[config.mk]
export PLATFORM = sky130hd
export DESIGN_NAME = score_tracker
export DESIGN_NICKNAME = d
export VERILOG_FILES = /design/src/rtl/score_tracker.sv
export SDC_FILE = /design/constraint.sdc
export NUM_CORES = 1
export LEC_CHECK = 0
export BUFFER_PORTS_ARGS = -buffer_cell sky130_fd_sc_hd__buf_2
export CELL_PAD_IN_SITES_DETAIL_PLACEMENT = 0
export CELL_PAD_IN_SITES_GLOBAL_PLACEMENT = 1
export CORE_MARGIN = 4
export CORE_UTILIZATION = 44
export DETAILED_ROUTE_END_ITERATION = 12
export HOLD_SLACK_MARGIN = 0.06
export PLACE_DENSITY_LB_ADDON = 0.25
export SYNTH_ARGS = -nofsm -noshare
export SYNTH_HDL_FRONTEND = slang
export SYNTH_SLANG_ARGS = --single-unit
[constraint.sdc]
create_clock -name clk -period 5.4 [get_ports clk]
set_input_delay 0.54 -clock clk [delete_from_list [all_inputs] [get_ports clk]]
set_output_delay 0.54 -clock clk [all_outputs]
set_load 0.005 [all_outputs]
[src/rtl/score_tracker.sv]
// score_tracker: penalty-shootout score keeper.
// Counts regulation kicks and goals for player and enemy, detects an early
// decision during regulation, and optionally runs sudden-death pairs after a
// regulation tie.
// Optional feature macro: SCORE_TRACKER_SUDDEN_DEATH_EN
//   defined   -> a regulation tie enters sudden death (kick pairs until decided)
//   undefined -> a regulation tie ends the match as a loss; sudden_death = 0

package game_pkg;
   typedef enum logic [2:0] {
      START   = 3'd0,
      KEEPER  = 3'd1,
      SHOOTER = 3'd2,
      WINNER  = 3'd3,
      LOSER   = 3'd4
   } g_state;
endpackage

module score_tracker
   import game_pkg::*;
#(
   parameter int ROUNDS = 5
) (
   input  logic       clk,
   input  logic       rst_n,
   input  g_state     game_state,
   input  logic       shot_done,
   input  logic       shot_goal,
   output logic       match_end,
   output logic       match_result,
   output logic [7:0] player_score,
   output logic [7:0] enemy_score,
   output logic [3:0] player_kicks,
   output logic [3:0] enemy_kicks,
   output logic       sudden_death
);

   localparam logic [3:0] ROUNDS_K = 4'(ROUNDS);

   logic [7:0] player_score_q, player_score_d;
   logic [7:0] enemy_score_q,  enemy_score_d;
   logic [3:0] player_kicks_q, player_kicks_d;
   logic [3:0] enemy_kicks_q,  enemy_kicks_d;
   logic       match_end_q,    match_end_d;
   logic       match_result_q, match_result_d;

   logic       kick_accept;
   logic       kick_player;
   logic       sd_active;
   logic [9:0] p_wide, e_wide, p_left, e_left;

`ifdef SCORE_TRACKER_SUDDEN_DEATH_EN
   logic       sudden_death_q, sudden_death_d;
   logic       pending_q,      pending_d;
   logic       pending_side_q, pending_side_d;   // 1 = player opened the pair
`endif

   // Kick qualification: only live shooter/keeper phases of an undecided match
   always_comb begin
      kick_accept = shot_done && !match_end_q &&
                    ((game_state == SHOOTER) || (game_state == KEEPER));
      kick_player = (game_state == SHOOTER);
`ifdef SCORE_TRACKER_SUDDEN_DEATH_EN
      sd_active   = sudden_death_q;
`else
      sd_active   = 1'b0;
`endif
   end

   // Next-state: counters, scores and the match decision from post-kick values
   always_comb begin
      // NOTE: every _d gets a default first so no path can infer a latch, and
      // blocking assignments let the decision below read the post-kick values.
      player_score_d = player_score_q;
      enemy_score_d  = enemy_score_q;
      player_kicks_d = player_kicks_q;
      enemy_kicks_d  = enemy_kicks_q;
      match_end_d    = match_end_q;
      match_result_d = match_result_q;
`ifdef SCORE_TRACKER_SUDDEN_DEATH_EN
      sudden_death_d = sudden_death_q;
      pending_d      = pending_q;
      pending_side_d = pending_side_q;
`endif
      p_wide = '0;
      e_wide = '0;
      p_left = '0;
      e_left = '0;

      if (game_state == START) begin
         // New match: clear everything, any simultaneous kick is dropped
         player_score_d = '0;
         enemy_score_d  = '0;
         player_kicks_d = '0;
         enemy_kicks_d  = '0;
         match_end_d    = 1'b0;
         match_result_d = 1'b0;
`ifdef SCORE_TRACKER_SUDDEN_DEATH_EN
         sudden_death_d = 1'b0;
         pending_d      = 1'b0;
         pending_side_d = 1'b0;
`endif
      end else if (kick_accept) begin
         if (kick_player) begin
            if (player_kicks_q != ROUNDS_K) player_kicks_d = player_kicks_q + 4'd1;
            if (shot_goal && (player_score_q != 8'hFF)) player_score_d = player_score_q + 8'd1;
         end else begin
            if (enemy_kicks_q != ROUNDS_K) enemy_kicks_d = enemy_kicks_q + 4'd1;
            if (shot_goal && (enemy_score_q != 8'hFF)) enemy_score_d = enemy_score_q + 8'd1;
         end

         p_wide = {2'b00, player_score_d};
         e_wide = {2'b00, enemy_score_d};
         p_left = {6'd0, ROUNDS_K - player_kicks_d};
         e_left = {6'd0, ROUNDS_K - enemy_kicks_d};

         if (!sd_active) begin
            // Regulation: decide as soon as the trailing side cannot catch up
            if (p_wide > e_wide + e_left) begin
               match_end_d    = 1'b1;
               match_result_d = 1'b1;
            end else if (e_wide > p_wide + p_left) begin
               match_end_d    = 1'b1;
               match_result_d = 1'b0;
            end else if ((player_kicks_d == ROUNDS_K) && (enemy_kicks_d == ROUNDS_K)) begin
               // Only reachable with equal scores: both exhausted and undecided
`ifdef SCORE_TRACKER_SUDDEN_DEATH_EN
               sudden_death_d = 1'b1;
`else
               match_end_d    = 1'b1;
               match_result_d = 1'b0;
`endif
            end
         end
`ifdef SCORE_TRACKER_SUDDEN_DEATH_EN
         else begin
            // Sudden death: evaluate only when the opposite side closes the pair
            if (!pending_q) begin
               pending_d      = 1'b1;
               pending_side_d = kick_player;
            end else if (pending_side_q != kick_player) begin
               pending_d = 1'b0;
               if (player_score_d != enemy_score_d) begin
                  match_end_d    = 1'b1;
                  match_result_d = (player_score_d > enemy_score_d);
                  sudden_death_d = 1'b0;
               end
            end
         end
`endif
      end
   end

   // State register with asynchronous clear
   always_ff @(posedge clk or negedge rst_n) begin
      // NOTE: sequential state uses non-blocking assignments only.
      if (!rst_n) begin
         player_score_q <= '0;
         enemy_score_q  <= '0;
         player_kicks_q <= '0;
         enemy_kicks_q  <= '0;
         match_end_q    <= 1'b0;
         match_result_q <= 1'b0;
`ifdef SCORE_TRACKER_SUDDEN_DEATH_EN
         sudden_death_q <= 1'b0;
         pending_q      <= 1'b0;
         pending_side_q <= 1'b0;
`endif
      end else begin
         player_score_q <= player_score_d;
         enemy_score_q  <= enemy_score_d;
         player_kicks_q <= player_kicks_d;
         enemy_kicks_q  <= enemy_kicks_d;
         match_end_q    <= match_end_d;
         match_result_q <= match_result_d;
`ifdef SCORE_TRACKER_SUDDEN_DEATH_EN
         sudden_death_q <= sudden_death_d;
         pending_q      <= pending_d;
         pending_side_q <= pending_side_d;
`endif
      end
   end

   assign player_score = player_score_q;
   assign enemy_score  = enemy_score_q;
   assign player_kicks = player_kicks_q;
   assign enemy_kicks  = enemy_kicks_q;
   assign match_end    = match_end_q;
   assign match_result = match_result_q;
`ifdef SCORE_TRACKER_SUDDEN_DEATH_EN
   assign sudden_death = sudden_death_q;
`else
   assign sudden_death = 1'b0;
`endif

endmodule
==> out/metrics.yaml <==
fin_crit_ns: 4.82
syn_area_per_cell_um2: 8.29
grt_pass1_vias: 2289
max_freq_ghz: 0.208
finalNetCount: 396
cts_root_buf: "clkbuf_8"
maxSlewHeadroom_pct: 40.5
synth_nets: 369
critPathCaptureType: "register"
rsz0062_at_grt: "no"
utilization_pct: 50.3
antenna_left: 0
tns_ns: 0
dr.pass1.iters: 5
placementRows: 28
vdd_drop_max_mv: 0.142
cap_violations: 0
numPortBuffers: 32
clkSinkCount: 26
required_ns: 5.56
skew_ns: 0.00487
worst_pin_slew_ns: 0.888
async_flop_share_pct: 100
synth_ff_type: "dfrtp_1"
vias: 2482
clock_latency_ns: 0.27
outcome: "finished clean"
hold_violations: 0
cts-hold-fix-buffers: 0
power.density_nw_per_um2: 268
place_congestion: 0.804
dp_hpwl_mm: 5.25
die_x_um: 86.6
track_usage_pct: 18.9
drt-total-wl_mm: 6.81
overflow: 0
die-area_um2: 7500
synthCells: 328
crit_path_start_kind: "register"
area_growth_syn_to_layout_pct: 10.3
synthTopCellsByArea: "dfrtp_1 (24%), ha_1 (15%), xnor2_1 (5.5%)"
viasPerCell: 5.79
clk_pin_slew_ns: 0.10
initial_core_util_pct: 45.6
wl_per_cell_um: 15.9
cts_tree: "built"
synth_top_area_share_pct: 23.9
antenna_found_initial: 0
seq_area_frac_synth_pct: 23.9
hold_class: "primary input to asynchronous set/reset pin"
cts_resized: 0
instances_no_fill: 429
drc: 0
drive_above_1_share_pct: 14.4
synth_edf_count: 0
grt_pass1_wl_mm: 11.4
final-setup-viol-count: 0
die_y_um: 86.6
antennaDiodeCount: 0
yosysTopAreaCell: "dfrtp_1"
pin_count: 34
yosysUniqueCellTypes: 61
path_max_fanout: 7
leakagePower_uw: 0.00151
grt_start_max_net_pins: 27
dr.first_iter.drc_count: 122
min_period_over_period_pct: 89.2
cts-htree-levels: 1
cts_max_path_buffers: 2
ys_seq_elements: 26
place_inst: 425
synth_area_um2: 2720
cts_made_buffers: 3
r2r_slack_ns: 0.58
cts_setup_buffers: 0
drv_slew: 0
synth_warnings: 0
crit_type: "register to register"
crit_arrival_ns: 4.98
worst_hold_slack_ns: 0.271
core_region_area_um2: 5960
cell usage after synthesis, types with 3 or more instances:
master / n
a21oi_1: 20
nand3_1: 10
inv_2: 3
buf_2: 3
mux2i_1: 6
o31ai_1: 6
nand4_1: 8
xor2_1: 6
nor3_1: 4
o21a_1: 3
a22o_1: 5
o211ai_1: 3
dfrtp_1: 26
xnor2_1: 17
a21o_1: 9
and2_1: 3
a31oi_1: 4
and3_1: 8
inv_1: 23
nor2_1: 20
nor2b_1: 4
o41ai_1: 3
o21ai_0: 22
ha_1: 32
clkbuf_1: 9
nand2_1: 27
worst max-delay path, stage by stage (launching register included):
cell and delay (ns):
dfrtp_1 0.46, ha_1 0.35, nand4_1 0.22, o211ai_1 0.42, xnor2_1 0.21, ha_1 0.22
inv_1 0.06, fa_1 0.40, nor2b_1 0.12, o21ai_0 0.11, a211oi_1 0.35, nand2_1 0.11
xnor2_1 0.14, ha_1 0.33, a2111oi_0 0.49, o21ai_0 0.15, a21oi_1 0.15, a311oi_1 0.10
a22oi_1 0.21, o31ai_1 0.09
sequential cells by signal (all words and copies together) (netlist names):
register      flops
enemy_score       8
enemy_kicks       4
player_kicks      4
match_result      1
match_end         1
player_score      8
metrics by stage:
stage          total power [uW]  instance area [um^2]  setup slack [ns]
3_3_place_gp                666                  2940             0.743
6_report                    804                  3000             0.582
5_1_grt                     874                  3000             0.186
2_1_floorplan               544                  2720              1.24
4_1_cts                     808                  3000             0.605
3_5_place_dp                672                  2940             0.633
per-layer routing:
metal | global-route usage (%) | up-vias | part of all wire [%]
met3 | 2.19 | 5 | 4.6
li1 | - | 1251 | -
met1 | 27.8 | 1170 | 49
met4 | 4.25 | 0 | 0.90
met2 | 29.6 | 56 | 45
met5 | 0 | - | 0
cell type report:
type / count / area, um^2
multi-input cells: 263 / 1920
flip-flops and latches: 26 / 651
inverters: 26 / 97.6
well taps: 75 / 93.8
clock buffers: 4 / 55.1
repair buffers: 35 / 183
fillers: 625 / 2960
cell families (layout without fill, tap and decap cells):
kind of cell,after synthesis,count (layout),share of synthesized area [%]
other,1,1,0.138
buffers and inverters,39,65,5.66
and+or+nand+nor,102,102,20.2
xor gates and xnor gates,23,23,7.41
muxes,7,7,2.62
DFF,26,26,23.9
adders and majority gates,34,34,16.2
AOI/OAI and AO/OA,96,96,23.8
path summary, 6_finish.rpt:
| path | end | cells past startpoint | startpoint |
|---|---|---|---|
| max in group asynchronous | enemy_score[6]$_DFFE_PN0P_ | 1 | rst_n |
| max reg2reg | match_result$_DFFE_PN0P_ | 19 | enemy_score[0]$_DFFE_PN0P_ |
| min in group clk | match_end$_DFFE_PN0P_ | 1 | match_end$_DFFE_PN0P_ |
| max | match_result$_DFFE_PN0P_ | 19 | enemy_score[0]$_DFFE_PN0P_ |
| min | player_kicks[3]$_DFFE_PN0P_ | 1 | rst_n |
| min reg2reg | match_end$_DFFE_PN0P_ | 1 | match_end$_DFFE_PN0P_ |
where the power goes:
part           switching [uW]  internal (uW)  leakage [uW]
logic                     236            179       0.00113
registers                43.3            216      0.000353
clock network            64.6           65.3     0.0000288
total                     344            460       0.00151
cell usage in the layout, fill, tap and decap left out, types with 4 or more instances in the layout:
master / count
a21o_1: 9
a21oi_1: 20
a22o_1: 5
a31oi_1: 4
and3_1: 8
buf_2: 32
clkbuf_8: 4
dfrtp_1: 26
ha_1: 32
inv_1: 23
mux2i_1: 6
nand2_1: 27
nand3_1: 10
nand4_1: 8
nor2_1: 20
nor2b_1: 4
o21ai_0: 22
o31ai_1: 6
xnor2_1: 17
xor2_1: 6
No activity file was read; power rests on OpenSTA's default activity.
